File: src/rtl/dmem_arb_pkg.sv
// Shared types for the data-SRAM arbiter: read-return owner encoding and
// starvation counter width.
package dmem_arb_pkg;

  localparam int unsigned STARVE_W = 4;

  typedef enum logic [1:0] {
    NONE = 2'd0,
    CPU  = 2'd1,
    EXT  = 2'd2
  } rd_owner_t;

endpackage

File: src/rtl/dmem_arb_starve_cnt.sv
// Saturating starvation counter: counts consecutive denied external cycles,
// clears on grant or when the request drops.
module dmem_arb_starve_cnt
  import dmem_arb_pkg::*;
#(
  parameter int unsigned StarveMax = 4
) (
  input  logic                clk,
  input  logic                arst,
  input  logic                inc_i,
  input  logic                clr_i,
  output logic [STARVE_W-1:0] cnt_o,
  output logic                sat_o
);

  localparam logic [STARVE_W-1:0] MaxCnt = STARVE_W'(StarveMax);

  logic [STARVE_W-1:0] cnt_q, cnt_d;

  always_comb begin
    cnt_d = cnt_q;
    if (clr_i) begin
      cnt_d = '0;
    end else if (inc_i && (cnt_q != MaxCnt)) begin
      cnt_d = cnt_q + 1'b1;
    end
  end

  always_ff @(posedge clk or posedge arst) begin
    if (arst) begin
      cnt_q <= '0;
    end else begin
      cnt_q <= cnt_d;
    end
  end

  assign cnt_o = cnt_q;
  assign sat_o = (cnt_q == MaxCnt);

endmodule

File: src/rtl/dmem_arbiter.sv
// Data-SRAM arbiter between the CPU MEM stage and the external debug/loader port.
// Optional external burst lock is enabled by defining DMEM_ARB_LOCK_EN.
module dmem_arbiter
  import dmem_arb_pkg::*;
#(
  parameter int unsigned ADDR_W     = 64,
  parameter int unsigned DATA_W     = 64,
  parameter int unsigned STARVE_MAX = 4
) (
  input  logic              clk,
  input  logic              arst,
  input  logic              cpu_req,
  input  logic              cpu_we,
  input  logic [ADDR_W-1:0] cpu_addr,
  input  logic [DATA_W-1:0] cpu_wdata,
  output logic              cpu_gnt,
  output logic              cpu_stall,
  output logic              cpu_rvalid,
  output logic [DATA_W-1:0] cpu_rdata,
  input  logic              ext_req,
  input  logic              ext_we,
  input  logic [ADDR_W-1:0] ext_addr,
  input  logic [DATA_W-1:0] ext_wdata,
`ifdef DMEM_ARB_LOCK_EN
  input  logic              ext_lock,
`endif
  output logic              ext_gnt,
  output logic              ext_rvalid,
  output logic [DATA_W-1:0] ext_rdata,
  output logic [ADDR_W-1:0] mem_addr,
  output logic              mem_wen,
  output logic              mem_ren,
  output logic [DATA_W-1:0] mem_wdata,
  input  logic [DATA_W-1:0] mem_rdata
);

  rd_owner_t           rd_owner_q, rd_owner_d;
  logic [STARVE_W-1:0] starve_cnt;
  logic                starve_sat;
  logic                lock_hold;

  dmem_arb_starve_cnt #(
    .StarveMax(STARVE_MAX)
  ) u_starve_cnt (
    .clk  (clk),
    .arst (arst),
    .inc_i(ext_req & ~ext_gnt),
    .clr_i(~ext_req | ext_gnt),
    .cnt_o(starve_cnt),
    .sat_o(starve_sat)
  );

`ifdef DMEM_ARB_LOCK_EN
  // Lock only engages after a normally obtained grant, so ext_lock alone never preempts.
  logic lock_q, lock_d;

  assign lock_d    = ext_lock & ext_req & ext_gnt;
  assign lock_hold = lock_q & ext_lock;

  always_ff @(posedge clk or posedge arst) begin
    if (arst) begin
      lock_q <= 1'b0;
    end else begin
      lock_q <= lock_d;
    end
  end
`else
  assign lock_hold = 1'b0;
`endif

  // Grants are masked during reset so every output reads 0 while arst is high.
  always_comb begin
    cpu_gnt = 1'b0;
    ext_gnt = 1'b0;
    if (!arst) begin
      if (ext_req && (starve_sat || lock_hold)) begin
        ext_gnt = 1'b1;
      end else if (cpu_req) begin
        cpu_gnt = 1'b1;
      end else if (ext_req) begin
        ext_gnt = 1'b1;
      end
    end
  end

  assign cpu_stall = cpu_req & ~cpu_gnt & ~arst;

  always_comb begin
    mem_wen    = 1'b0;
    mem_ren    = 1'b0;
    mem_addr   = '0;
    mem_wdata  = '0;
    rd_owner_d = NONE;
    if (cpu_gnt) begin
      mem_wen   = cpu_we;
      mem_ren   = ~cpu_we;
      mem_addr  = cpu_addr;
      mem_wdata = cpu_wdata;
      if (!cpu_we) rd_owner_d = CPU;
    end else if (ext_gnt) begin
      mem_wen   = ext_we;
      mem_ren   = ~ext_we;
      mem_addr  = ext_addr;
      mem_wdata = ext_wdata;
      if (!ext_we) rd_owner_d = EXT;
    end
  end

  always_ff @(posedge clk or posedge arst) begin
    if (arst) begin
      rd_owner_q <= NONE;
    end else begin
      rd_owner_q <= rd_owner_d;
    end
  end

  assign cpu_rvalid = (rd_owner_q == CPU);
  assign ext_rvalid = (rd_owner_q == EXT);
  assign cpu_rdata  = cpu_rvalid ? mem_rdata : '0;
  assign ext_rdata  = ext_rvalid ? mem_rdata : '0;

endmodule

File: config.mk
export PLATFORM = sky130hd
export DESIGN_NAME = dmem_arbiter
export DESIGN_NICKNAME = d
export VERILOG_FILES = /design/src/rtl/dmem_arb_pkg.sv /design/src/rtl/dmem_arb_starve_cnt.sv /design/src/rtl/dmem_arbiter.sv
export SDC_FILE = /design/constraint.sdc
export NUM_CORES = 1
export LEC_CHECK = 0
export ABC_AREA = 1
export CORE_AREA = 3 3 225 227
export DETAILED_ROUTE_END_ITERATION = 7
export DIE_AREA = 0 0 228 230
export GPL_ROUTABILITY_DRIVEN = 0
export PLACE_DENSITY_LB_ADDON = 0.25
export SYNTH_ARGS = -nofsm -noshare
export SYNTH_HDL_FRONTEND = slang
export SYNTH_SLANG_ARGS = --single-unit
File: constraint.sdc
create_clock -name clk -period 1.8 [get_ports clk]
set_input_delay 0.36 -clock clk [delete_from_list [all_inputs] [get_ports clk]]
set_output_delay 0.36 -clock clk [all_outputs]
set_load 0.02 [all_outputs]
==> flow_summary.yaml <==
run_status:
  outcome: "finished, violations left"
  violations: "setup timing"
floorplanning:
  fp.dieW_microns: 228
  floorplan.core_area_sq_um: 48800
  top_level_ports: 589
  overall_die_area_sq_um: 52400
  row_count: 81
  initial_utilization_pct: 5.84
  floorplan.die.height_microns: 230
clocking:
  tritoncts_clock_tree: "done"
  cts.clk_slew.worst_paths_ns: 0.03
  insertion_delay_ns: 0.23
  cts_hold_buffers: 0
  cts-buffers-inserted: 3
  cts_buffer_depth: 2
  number_of_clock_sinks: 6
  cts_max_level: 1
  clk_root_buffer_cell: "sky130_fd_sc_hd__clkbuf_16"
timing:
  hold_viol: 0
  grt_setup_unrepaired: "yes"
  worst-slew-pin-transition_ns: 0.299
  finish_stage_setup_viols: 133
  fin_crit_ns: 2.32
  max_freq_mhz: 432
  final.hold.worst_slack_ns: 0.407
  finalSetupTns_ns: -55.17
  final-max-slew-violation-count: 0
  setup_slack_ns: -0.515
  finClkSkew_ns: 0.00233
  min_period_over_period_pct: 129
  slew_headroom_pct: 80.0
synthesis:
  synth_cell_type_count: 15
  synth_seq_area_share_pct: 5.26
  netlist_top_cells_area: "sky130_fd_sc_hd__nand2_1, sky130_fd_sc_hd__nor2_1, sky130_fd_sc_hd__inv_1, sky130_fd_sc_hd__buf_6, sky130_fd_sc_hd__dfrtp_1"
  yosys_top_cell_area_share_pct: 51.8
  async_flop_share_pct: 100
  post-synth-top-count-cell: "sky130_fd_sc_hd__nand2_1"
  synth-edff-count: 0
  ys.flop_type: "sky130_fd_sc_hd__dfrtp_1"
  yosysWarningCount: 0
  synth_largest_area_cell: "sky130_fd_sc_hd__nand2_1"
  netlist_instances: 669
  synth_fp_nets: 997
  postSynthAreaPerCell_sq_um: 4.27
  flops_latches_synth: 6
  synthTopCellsByCount: "sky130_fd_sc_hd__nand2_1, sky130_fd_sc_hd__nor2_1, sky130_fd_sc_hd__inv_1, sky130_fd_sc_hd__buf_6, sky130_fd_sc_hd__clkbuf_1"
  synthesis.area_sq_um: 2850
flow_run:
  maxcap_viol_count: 0
power_and_ir_drop:
  combinationalPowerShare_pct: 84.2
  power_switching_mw: 1.30
  internal_power_mw: 1.94
  power_density_nw_per_um2: 279
  max-vdd-ir-drop_v: 0.000189
  clock_power_share_pct: 11.1
  static-leakage-power_nw: 6.49
  share_seq_of_total_power_pct: 4.7
  switching_share_pct: 40.0
  power_mw: 3.24
layout:
  area_growth_syn_to_layout_pct: 308
  finish.utilization_pct: 23.8
  drive_above_1_share_pct: 41.7
  fillerInstances: 5522
  final_net_count: 1649
place:
  io_buffers: 588
  dpl.hpwl_microns: 23100
global_route:
  initial_antenna_violation_count: 3
  pin_count_of_the_biggest_net_entering_global_routing: 61
  grt_pass1_vias: 6094
  first_pass_grt_wire_length_microns: 38800
  total_grt_usage_pct: 9.70
  globalRouteOverflowTotal: 0
drt:
  antenna_violating_nets_post_route: 0
  dr.pass1.iters: 4
  first_iter_violations: 212
  avgRoutedWirePerCell_microns: 15.7
  remaining_drc_errors: 0
  wirelength_microns: 31100
  vias_per_cell: 3.25
  detailroute.via_count: 6453
setup_path:
  arrival_ns: 1.96
  crit_path_required_time_ns: 1.44
  critPathSlowestCell: "sky130_fd_sc_hd__dfrtp_1"
  crit_path_start_kind: "flop"
  cp_endpoint_kind: "output port"
  critical-path-max-stage-delay_ns: 0.38
  timing_worst_setup_path_type: "flop to output port"
  timing.critical_path.max_delay_family: "buffers and inverters"
  path_common_cell: "sky130_fd_sc_hd__nand2_2"
  worst-path-max-fanout: 8
  critical_path_depth: 13
  worst_r2r_path_depth: 9
  worstPathCellList: "inv_2, ha_4, nand2_4, nor2_4, nand2_2, nand2_4, inv_4, buf_12, buf_12, clkbuf_16, nand2_2, nand2_2, buf_6"
  worst-path-buf-inv: 6
worst_hold_path:
  timing.hold.worst.class: "input pin to async pin"
[worst min-delay path, cell delays in order]
cell                            delay, ns
sky130_fd_sc_hd__dlygate4sd2_1       0.29
sky130_fd_sc_hd__buf_4               0.17
sky130_fd_sc_hd__inv_1               0.19
[what timing repair did]
item,in CTS,in global routing
gates resized for setup,645,721
gates cloned,7,15
hold endpoints to repair,0,0
pin swaps,15,61
endpoints found under the setup margin,263,262
buffers inserted,14,23
[cell families after synthesis]
kind of cell             Yosys count  synth area share [%]
AND/OR/NAND/NOR                  537                  71.0
buffers and inverters            118                  21.5
flip-flops                         6                  5.26
AO/OA/AOI/OAI                      4                 0.789
XOR/XNOR                           2                 0.614
adder cells (fa/ha/maj)            2                 0.877
[metrics by stage]
stage / worst slack (ns) / area [sq um] / cells
2_1_floorplan: 0.00784 / 2850 / 669
3_3_place_gp: -0.962 / 9730 / 1923
3_5_place_dp: -0.972 / 9730 / 1923
4_1_cts: -0.512 / 9930 / 1947
5_1_grt: -0.602 / 11600 / 1984
6_report: -0.515 / 11600 / 1985
[layout by cell type, fill, tap and decap left out, drive strengths merged, types with 2 or more instances in the layout]
master	instances
inv	76
ha	2
diode	2
xor2	2
dfrtp	6
nor2	137
nand2	394
o21ai	3
dlygate4sd2	3
dlymetal6s2s	40
clkbuf	76
nand3	4
buf	249
clkdlybuf4s50	322
[state kept, by name, indices dropped and copies added (netlist names)]
register and count:
u_starve_cnt.cnt_o 4, rd_owner_q 2
[per-layer routing]
layer	up-vias	wire length [microns]	GRT usage (%)
li1	3217	-	-
met1	2925	11800	10.6
met2	289	17200	19.4
met3	20	1910	2.22
met4	2	241	1.14
met5	-	13	0
[final timing paths]
kind / startpoint / endpoint / slack, ns
worst max-delay path: u_starve_cnt.cnt_o[1] / mem_addr[45] / -0.52
worst min-delay path: arst / u_starve_cnt.cnt_o[0] / 0.41
worst max register to register: u_starve_cnt.cnt_o[1] / rd_owner_q[1] / 0.50
worst min register to register: u_starve_cnt.cnt_o[3] / u_starve_cnt.cnt_o[2] / 0.62
max in group asynchronous: arst / rd_owner_q[0] / 1.20
min in group clk: u_starve_cnt.cnt_o[3] / u_starve_cnt.cnt_o[2] / 0.62
[power groups by stage]
stage / sequential [mW] / clock [mW] / combinational, mW
2_1_floorplan: 0.152 / 0 / 0.754
3_3_place_gp: 0.150 / 0 / 2.23
3_5_place_dp: 0.150 / 0 / 2.21
4_1_cts: 0.149 / 0.365 / 2.26
5_1_grt: 0.153 / 0.373 / 2.89
6_report: 0.151 / 0.360 / 2.73
[final cells by class]
cell class	instances	area [sq um]	area share, %
Antenna cell	2	5.00	0.0430
Clock buffer	3	75.1	0.645
Inverter	77	304	2.61
Multi-Input combinational cell	545	3000	25.8
Sequential cell	6	150	1.29
Tap cell	664	831	7.14
Timing Repair Buffer	688	7280	62.5
Power figures use the tool's default switching activity.
